==> src/rtl/freq_meas_pkg.sv <==
// Shared types and defaults for the frequency-measurement statistics path.
package freq_meas_pkg;

  typedef enum logic [1:0] {
    FLUSH,
    ACCUM,
    HOLD
  } state_t;

  localparam int DEFAULT_COUNTER_BITS = 32;
  localparam int DEFAULT_LOG2_SAMPLES = 3;
  localparam int DEFAULT_WINDOW       = 1 << DEFAULT_LOG2_SAMPLES;

  function automatic int window_size(input int log2_samples);
    return 1 << log2_samples;
  endfunction

endpackage

==> src/rtl/freq_stats_accumulator_if.sv <==
// Measurement input bus and result handshake between the frequency counter,
// the statistics accumulator and the readout logic.
interface freq_stats_accumulator_if #(
  parameter int COUNTER_BITS = freq_meas_pkg::DEFAULT_COUNTER_BITS
);

  logic [COUNTER_BITS-1:0] TIME_HIGH;
  logic [COUNTER_BITS-1:0] TIME_LOW;
  logic [COUNTER_BITS-1:0] PERIOD;
  logic                    PULSE;

  logic [COUNTER_BITS-1:0] AVG_PERIOD;
  logic [COUNTER_BITS-1:0] AVG_HIGH;
  logic [COUNTER_BITS-1:0] MIN_PERIOD;
  logic [COUNTER_BITS-1:0] MAX_PERIOD;
  logic                    VALID;
  logic                    READY;

  modport master (
    output TIME_HIGH, TIME_LOW, PERIOD, PULSE, READY,
    input  AVG_PERIOD, AVG_HIGH, MIN_PERIOD, MAX_PERIOD, VALID
  );

  modport slave (
    input  TIME_HIGH, TIME_LOW, PERIOD, PULSE, READY,
    output AVG_PERIOD, AVG_HIGH, MIN_PERIOD, MAX_PERIOD, VALID
  );

endinterface

==> src/rtl/freq_minmax_tracker.sv <==
// Running minimum/maximum of a sample stream; the *_next outputs already
// include the sample presented this cycle so a window can close on it.
module freq_minmax_tracker #(
  parameter int WIDTH = freq_meas_pkg::DEFAULT_COUNTER_BITS
) (
  input  logic             CLK,
  input  logic             RST_N,
  input  logic             clear,
  input  logic             sample,
  input  logic [WIDTH-1:0] value,
  output logic [WIDTH-1:0] min_next,
  output logic [WIDTH-1:0] max_next
);

  logic [WIDTH-1:0] min_q;
  logic [WIDTH-1:0] max_q;
  logic [WIDTH-1:0] min_base;
  logic [WIDTH-1:0] max_base;

  // A clear in the same cycle as a sample makes that sample the first of a new window.
  always_comb begin
    min_base = clear ? '1 : min_q;
    max_base = clear ? '0 : max_q;
    min_next = min_base;
    max_next = max_base;
    if (sample && (value < min_base)) min_next = value;
    if (sample && (value > max_base)) max_next = value;
  end

  always_ff @(posedge CLK or negedge RST_N) begin
    if (!RST_N) begin
      min_q <= '1;
      max_q <= '0;
    end else begin
      min_q <= min_next;
      max_q <= max_next;
    end
  end

endmodule

==> src/rtl/freq_stats_accumulator.sv <==
// Windowed period/high-time statistics over the frequency counter output,
// with start-up discard, result handshake, overrun and stall flags.
module freq_stats_accumulator
  import freq_meas_pkg::*;
#(
  parameter int COUNTER_BITS = DEFAULT_COUNTER_BITS,
  parameter int LOG2_SAMPLES = DEFAULT_LOG2_SAMPLES,
  parameter int DISCARD      = 2,
  parameter int TIMEOUT_BITS = 20
) (
  input  logic                     CLK,
  input  logic                     RST_N,
  input  logic                     EN,
  freq_stats_accumulator_if.slave  bus,
  output logic                     OVERRUN,
  output logic                     STALE
);

  localparam int WINDOW   = window_size(LOG2_SAMPLES);
  localparam int SUM_BITS = COUNTER_BITS + LOG2_SAMPLES;
  localparam int CNT_BITS = LOG2_SAMPLES + 1;
  localparam logic [CNT_BITS-1:0]   WINDOW_LAST  = CNT_BITS'(WINDOW - 1);
  localparam logic [3:0]            DISCARD_LAST = 4'(DISCARD - 1);
  localparam logic [TIMEOUT_BITS:0] IDLE_LIMIT   = {1'b1, {TIMEOUT_BITS{1'b0}}};

  state_t                  state;
  state_t                  next_state;
  logic [3:0]              flush_cnt;
  logic [CNT_BITS-1:0]     sample_cnt;
  logic [SUM_BITS-1:0]     sum_period;
  logic [SUM_BITS-1:0]     sum_high;
  logic [TIMEOUT_BITS:0]   idle_cnt;

  logic                    handshake;
  logic                    take_sample;
  logic                    flush_done;
  logic                    window_done;
  logic [CNT_BITS-1:0]     cnt_base;
  logic [CNT_BITS-1:0]     cnt_next;
  logic [SUM_BITS-1:0]     sum_period_next;
  logic [SUM_BITS-1:0]     sum_high_next;
  logic [COUNTER_BITS-1:0] min_next;
  logic [COUNTER_BITS-1:0] max_next;
  logic                    unused_time_low;

  assign unused_time_low = ^bus.TIME_LOW;

  // The handshake cycle restarts the window, so its PULSE becomes sample 1.
  assign handshake   = EN && (state == HOLD) && bus.VALID && bus.READY;
  assign take_sample = EN && bus.PULSE && ((state == ACCUM) || handshake);
  assign flush_done  = (DISCARD == 0) || (bus.PULSE && (flush_cnt == DISCARD_LAST));
  assign cnt_base    = handshake ? '0 : sample_cnt;
  assign cnt_next    = cnt_base + (take_sample ? CNT_BITS'(1) : '0);
  assign window_done = take_sample && (cnt_base == WINDOW_LAST);

  assign sum_period_next = (handshake ? '0 : sum_period)
                         + (take_sample ? SUM_BITS'(bus.PERIOD) : '0);
  assign sum_high_next   = (handshake ? '0 : sum_high)
                         + (take_sample ? SUM_BITS'(bus.TIME_HIGH) : '0);

  freq_minmax_tracker #(
    .WIDTH (COUNTER_BITS)
  ) u_minmax (
    .CLK      (CLK),
    .RST_N    (RST_N),
    .clear    (!EN || handshake),
    .sample   (take_sample),
    .value    (bus.PERIOD),
    .min_next (min_next),
    .max_next (max_next)
  );

  always_ff @(posedge CLK or negedge RST_N) begin
    if (!RST_N) state <= FLUSH;
    else        state <= next_state;
  end

  always_comb begin
    next_state = state;
    if (!EN) begin
      next_state = FLUSH;
    end else begin
      case (state)
        FLUSH:   if (flush_done)  next_state = ACCUM;
        ACCUM:   if (window_done) next_state = HOLD;
        HOLD:    if (handshake)   next_state = window_done ? HOLD : ACCUM;
        default: next_state = FLUSH;
      endcase
    end
  end

  // Result data registers deliberately survive EN low; only reset clears them.
  always_ff @(posedge CLK or negedge RST_N) begin
    if (!RST_N) begin
      flush_cnt      <= '0;
      sample_cnt     <= '0;
      sum_period     <= '0;
      sum_high       <= '0;
      bus.VALID      <= 1'b0;
      bus.AVG_PERIOD <= '0;
      bus.AVG_HIGH   <= '0;
      bus.MIN_PERIOD <= '0;
      bus.MAX_PERIOD <= '0;
      OVERRUN        <= 1'b0;
    end else if (!EN) begin
      flush_cnt  <= '0;
      sample_cnt <= '0;
      sum_period <= '0;
      sum_high   <= '0;
      bus.VALID  <= 1'b0;
      OVERRUN    <= 1'b0;
    end else begin
      if (state == FLUSH) begin
        if (flush_done)     flush_cnt <= '0;
        else if (bus.PULSE) flush_cnt <= flush_cnt + 4'd1;
      end
      if (take_sample || handshake) begin
        sample_cnt <= cnt_next;
        sum_period <= sum_period_next;
        sum_high   <= sum_high_next;
      end
      if (window_done) begin
        bus.VALID      <= 1'b1;
        bus.AVG_PERIOD <= sum_period_next[LOG2_SAMPLES +: COUNTER_BITS];
        bus.AVG_HIGH   <= sum_high_next[LOG2_SAMPLES +: COUNTER_BITS];
        bus.MIN_PERIOD <= min_next;
        bus.MAX_PERIOD <= max_next;
      end else if (handshake) begin
        bus.VALID <= 1'b0;
      end
      if ((state == HOLD) && bus.PULSE && !bus.READY) OVERRUN <= 1'b1;
    end
  end

  always_ff @(posedge CLK or negedge RST_N) begin
    if (!RST_N)                      idle_cnt <= '0;
    else if (!EN || bus.PULSE)       idle_cnt <= '0;
    else if (idle_cnt != IDLE_LIMIT) idle_cnt <= idle_cnt + 1'b1;
  end

  assign STALE = (idle_cnt == IDLE_LIMIT);

endmodule

==> src/flat_wrapper.sv <==
// flat-port wrapper written by rule: the top's interface ports become plain ports
module freq_stats_accumulator_flat import freq_meas_pkg::*;
#(
  parameter int COUNTER_BITS = DEFAULT_COUNTER_BITS,
  parameter int LOG2_SAMPLES = DEFAULT_LOG2_SAMPLES,
  parameter int DISCARD      = 2,
  parameter int TIMEOUT_BITS = 20
)
  (CLK, RST_N, EN, OVERRUN, STALE, bus_TIME_HIGH, bus_TIME_LOW, bus_PERIOD, bus_PULSE, bus_READY, bus_AVG_PERIOD, bus_AVG_HIGH, bus_MIN_PERIOD, bus_MAX_PERIOD, bus_VALID);
  freq_stats_accumulator_if #(.COUNTER_BITS(COUNTER_BITS)) bus_i ();
  input  logic CLK;
  input  logic RST_N;
  input  logic EN;
  output logic OVERRUN;
  output logic STALE;
  input wire logic [$bits(bus_i.TIME_HIGH)-1:0] bus_TIME_HIGH;
  input wire logic [$bits(bus_i.TIME_LOW)-1:0] bus_TIME_LOW;
  input wire logic [$bits(bus_i.PERIOD)-1:0] bus_PERIOD;
  input wire logic [$bits(bus_i.PULSE)-1:0] bus_PULSE;
  input wire logic [$bits(bus_i.READY)-1:0] bus_READY;
  output wire logic [$bits(bus_i.AVG_PERIOD)-1:0] bus_AVG_PERIOD;
  output wire logic [$bits(bus_i.AVG_HIGH)-1:0] bus_AVG_HIGH;
  output wire logic [$bits(bus_i.MIN_PERIOD)-1:0] bus_MIN_PERIOD;
  output wire logic [$bits(bus_i.MAX_PERIOD)-1:0] bus_MAX_PERIOD;
  output wire logic [$bits(bus_i.VALID)-1:0] bus_VALID;
  assign bus_i.TIME_HIGH = bus_TIME_HIGH;
  assign bus_i.TIME_LOW = bus_TIME_LOW;
  assign bus_i.PERIOD = bus_PERIOD;
  assign bus_i.PULSE = bus_PULSE;
  assign bus_i.READY = bus_READY;
  assign bus_AVG_PERIOD = bus_i.AVG_PERIOD;
  assign bus_AVG_HIGH = bus_i.AVG_HIGH;
  assign bus_MIN_PERIOD = bus_i.MIN_PERIOD;
  assign bus_MAX_PERIOD = bus_i.MAX_PERIOD;
  assign bus_VALID = bus_i.VALID;
  freq_stats_accumulator #(.COUNTER_BITS(COUNTER_BITS), .LOG2_SAMPLES(LOG2_SAMPLES), .DISCARD(DISCARD), .TIMEOUT_BITS(TIMEOUT_BITS)) u_core (.CLK(CLK), .RST_N(RST_N), .EN(EN), .bus(bus_i), .OVERRUN(OVERRUN), .STALE(STALE));
endmodule
==> config.mk <==
export PLATFORM = sky130hd
export DESIGN_NAME = freq_stats_accumulator_flat
export DESIGN_NICKNAME = d
export VERILOG_FILES = /design/src/rtl/freq_meas_pkg.sv /design/src/rtl/freq_stats_accumulator_if.sv /design/src/rtl/freq_minmax_tracker.sv /design/src/rtl/freq_stats_accumulator.sv /design/src/flat_wrapper.sv
export SDC_FILE = /design/constraint.sdc
export NUM_CORES = 1
export LEC_CHECK = 0
export BUFFER_PORTS_ARGS = -buffer_cell sky130_fd_sc_hd__buf_2
export CAP_MARGIN = 10
export CORE_MARGIN = 4
export CORE_UTILIZATION = 45
export DETAILED_ROUTE_END_ITERATION = 7
export GPL_TIMING_DRIVEN = 0
export MAX_ROUTING_LAYER = met4
export PLACE_DENSITY = 0.62
export SLEW_MARGIN = 20
export SYNTH_ARGS = -nofsm -noshare
export SYNTH_HDL_FRONTEND = slang
export SYNTH_SLANG_ARGS = --single-unit
==> constraint.sdc <==
create_clock -name CLK -period 4.98 [get_ports CLK]
set_input_delay 0.249 -clock CLK [delete_from_list [all_inputs] [get_ports CLK]]
set_output_delay 0.249 -clock CLK [all_outputs]
set_load 0.01 [all_outputs]
==> key figures <==
Placement
  – Cell Area, Placed: about 0.019 mm^2
  – Post-Place Cells: between 2,000 and 3,000
  – Placer congestion estimate: between 0.9 and 1
  – Pre-CTS setup slack: -489.7 ps
  – Dpl hpwl: roughly 36,000 um
  – IO buf count: 197

STA
  – Max Slew Vio Count: 0
  – Slew HR: around two fifths
  – Min Tclk post-route: 4734 ps
  – Final setup fails: 0
  – Fmax: 0.2112 GHz
  – Hold Violations, Final: 0
  – Pin slew with the least headroom to its limit: 902.9 ps
  – Worst Skew: 18.32 ps
  – Fin crit share: around 95%
  – Worst setup margin: roughly 250 ps
  – RSZ-0062 raised after global routing: yes
  – Worst hold slack: between 30 and 40 ps

Setup path
  – Setup slack, reg-to-reg: 250 ps
  – RR Endpoint: u_core.bus.MIN_PERIOD[30]
  – Worst Setup Path Type: reg2reg
  – Crit-path max FO: 10
  – Critical-path cell list: and2b_4 -> nand3_2 -> nand2_1 -> clkbuf_1 -> nor2_1 -> ha_1 -> and4_1 -> a221oi_1 -> o21ai_1 -> a21oi_1 -> o21ai_1 -> a31oi_2 -> o21ai_4 -> buf_12 -> mux2i_1 -> mux2_2
  – Required @ worst endpoint: between 5000 and 6000 ps
  – Slowest CP cell: clkbuf_1
  – Worst EP arrival: just over 5000 ps
  – Crit end category: flop
  – CP bufs+invs: 2
  – R2R cell count: 16
  – CP delay by family, top: simple AND/OR/NAND/NOR gates
  – Worst Setup Start Kind: flop
  – Cell mode on critical path: o21ai_1
  – FF-to-FF Start: u_core.state[0]
  – Critical Path Max Stage Delay: just under 600 ps

Floorplanning
  – IO Pins: 232
  – Die Ht: approximately 200 um
  – Initial core utilization: roughly 46%
  – Die width: 203.4 um
  – CORE AREA: 0.03767 mm^2
  – Row cnt: between 70 and 80
  – DIE AREA: a little over 0.04 mm^2

Worst hold path
  – Hold Crit Depth: 3
  – Hold Path Class: in2reg
  – WHS Endpoint: u_core.u_minmax.min_q[7]
  – Min-delay src: bus_PERIOD[7]

Pwr
  – Leakage: between 10 and 15 nW
  – VDD IR max: slightly below 0.2 mV
  – Pwr dens: roughly 270 mW/mm^2

Synthesis
  – Synth warnings: 0
  – FF+latch count, synth: between 200 and 300
  – Post-synth EDFFs: 0
  – Synth Instances: around 1,800
  – Synth Flop Type: dfrtp_1
  – Yosys cell types: about 70
  – Post-Syn Nets: between 2,000 and 2,500
  – Register area share after synthesis: 43.22%
  – Synth Cell Area: around 0.017 mm^2
  – Avg Inst Size Synth: between 9 and 10 um^2
  – Async SR Flop Fraction: 100.0%

Layout
  – Final non-filler cell total: between 2,000 and 3,000
  – Ant. Diodes: 0
  – Fillers: about 3,600
  – Share of layout cells above drive strength 1: about 18%
  – Layout Nets: 2,307
  – Fin area: ~0.02 mm^2
  – P&R area growth vs syn: 16.95%

GRT
  – Initial antenna violation count: 0
  – First-pass GRT wire length: between 70,000 and 80,000 um
  – Vias in the first global route: between 10,000 and 15,000
  – Largest net degree at the start of global routing: 100
  – Total GRT Usage: 23.70%
  – Gr ovfl total: 0

Outcome
  – Status: complete, no violations

Detailed routing
  – Avg WL per Cell: roughly 18 um
  – DRT Pass-1 Iters: 5
  – Vias per cell: 5.318
  – Total Wirelength: roughly 48,000 um
  – Via Count: 13,850
  – Post-route DRC violation count: 0
  – Antenna-violating nets left: 0
  – Drt initial violations: 696

Clock network
  – CTS sink cnt: roughly 300
  – TritonCTS Buffers: 35
  – Clock root cell: clkbuf_16
  – Max clock buf depth: 3
  – Worst skew pair latency: 530 ps
  – Reg clk slew, reported paths: roughly 60 ps
  – TritonCTS clock tree: done
  – H-tree levels: 2

Run
  – # Max-Cap Violations: 0
-- cell usage in the layout, fill, tap and decap left out, types with 4 or more instances in the layout --
cell type / synthesis / layout
clkinv_2: 0 / 5
o21bai_1: 8 / 8
buf_2: 15 / 211
nand4_1: 20 / 20
nand3_1: 39 / 39
clkbuf_1: 53 / 53
mux2i_1: 65 / 65
o21a_1: 6 / 6
a21oi_1: 94 / 92
buf_1: 8 / 8
nor2_1: 106 / 105
inv_1: 55 / 55
nor4_1: 6 / 6
o31ai_1: 9 / 9
o211ai_1: 5 / 5
xor2_1: 45 / 45
mux2_2: 37 / 37
dfstp_2: 32 / 32
a211oi_1: 9 / 9
a22o_1: 39 / 39
nor3_1: 6 / 6
a31oi_1: 10 / 9
nand2_1: 367 / 367
o21ai_0: 93 / 92
ha_1: 133 / 133
and4_1: 5 / 5
clkbuf_16: 0 / 37
xnor2_1: 46 / 46
nor2b_1: 9 / 9
a21o_1: 38 / 38
and3_1: 13 / 13
clkbuf_8: 0 / 6
o21ai_1: 7 / 8
a21oi_2: 3 / 4
and2_1: 133 / 133
dfrtp_1: 263 / 263
clkbuf_2: 2 / 9
-- power by group --
| part | switching [mW] | internal (mW) | total [mW] |
|---|---|---|---|
| Combinational | 0.255 | 0.123 | 0.378 |
| Clock | 1.02 | 1.55 | 2.57 |
| Sequential | 0.0132 | 2.43 | 2.44 |
-- synth_stat cells (all sizes together), types with 5 or more instances --
cell    number  area share, %
nor2       106            2.3
a22o        39            2.0
nand2      367            8.0
a31oi       13           0.68
nand3       40            1.2
and2       133            4.8
and3        13           0.47
nand4       21           0.85
clkbuf      55            1.2
o21bai       8           0.35
dfstp       32            4.9
mux2i       65            3.8
o31ai       10           0.47
a21o        38            1.7
inv         55            1.2
dfrtp      263             38
o21ai      101            3.0
nor3         6           0.17
xnor2       46            2.3
xor2        45            2.3
nor4         6           0.22
mux2        37            2.4
o21a         6           0.26
o211ai       6           0.29
a21oi       97            2.9
buf         26           0.96
nor2b        9           0.33
a211oi       9           0.39
and4         5           0.25
ha         133            9.7
-- logic make-up after synthesis --
kind of cell               count (synthesis)  share of synthesized area (%)
and+or+nand+nor                          727                          19.63
AOI/OAI and AO/OA                        346                          12.99
DFF                                      295                          43.22
buffers and inverters                    136                          3.380
adders and majority gates                135                          9.923
muxes                                    102                          6.214
xor gates and xnor gates                  91                          4.641
-- what timing repair did --
item,4_1_cts,5_1_grt
pin swaps,0,1
endpoints found under the hold margin,67,0
hold buffers,1,0
setup endpoints to repair,48,49
gates resized for setup,4,14
setup buffers,0,1
-- metrics by stage --
stage	utilization, %	total power, mW	TNS [ps]
3_3_place_gp	49.91	2.846	-535680
5_1_grt	53.33	5.604	-2.032
2_1_floorplan	-	2.680	0
6_report	53.33	5.393	0
4_1_cts	53.28	5.449	0
3_5_place_dp	50.16	2.863	-8521
-- tightest hold or removal path, delay by kind of cell --
kind / cells / cell delay, ps
mux: 1 / 90
buf+inv: 2 / 200
-- layer usage --
metal	global-route usage, %	wire [um]	part of all wire, %	vias to the layer above
li1	-	-	-	6771
met1	31.08	21540	45	6660
met2	38.96	22900	48	358
met3	4.023	2639	5.5	65
met4	5.444	963	2.0	0
met5	-	0	0	-
-- state kept, by name, summed over array words and instances (netlist names), 21 cells and up --
signal                 count
u_core.sum_high           35
u_core.sum_period         35
u_core.bus.AVG_HIGH       32
u_core.bus.AVG_PERIOD     32
u_core.bus.MAX_PERIOD     32
u_core.bus.MIN_PERIOD     32
u_core.u_minmax.max_q     32
u_core.u_minmax.min_q     32
u_core.idle_cnt           21
-- worst max-delay path by stage --
stage	startpoint	endpoint	slack, ps	cells after the start
2_1_floorplan	u_core.state[0]	u_core.sum_high[32]	1180	18
3_3_place_gp	RST_N	u_core.bus.MAX_PERIOD[26]	-2030	1
3_5_place_dp	u_core.state[0]	u_core.sum_high[34]	-490	18
4_1_cts	u_core.state[0]	u_core.sum_high[34]	80	18
5_1_grt	u_core.state[0]	u_core.bus.MIN_PERIOD[6]	-1	16
6_report	u_core.state[0]	u_core.bus.MIN_PERIOD[30]	250	16
-- cell type report --
class                           count  area [um^2]  area share [%]
Sequential cell                   295         7422           36.95
Clock inverter                     10        108.9          0.5420
Clock buffer                       50         1035           5.152
Buffer                             81        382.9           1.906
Inverter                           55        206.4           1.028
Timing Repair Buffer              202         1096           5.457
Tap cell                          511        639.4           3.183
Multi-Input combinational cell   1401         9195           45.78
Note: power is estimated with default switching activity, not from simulation.
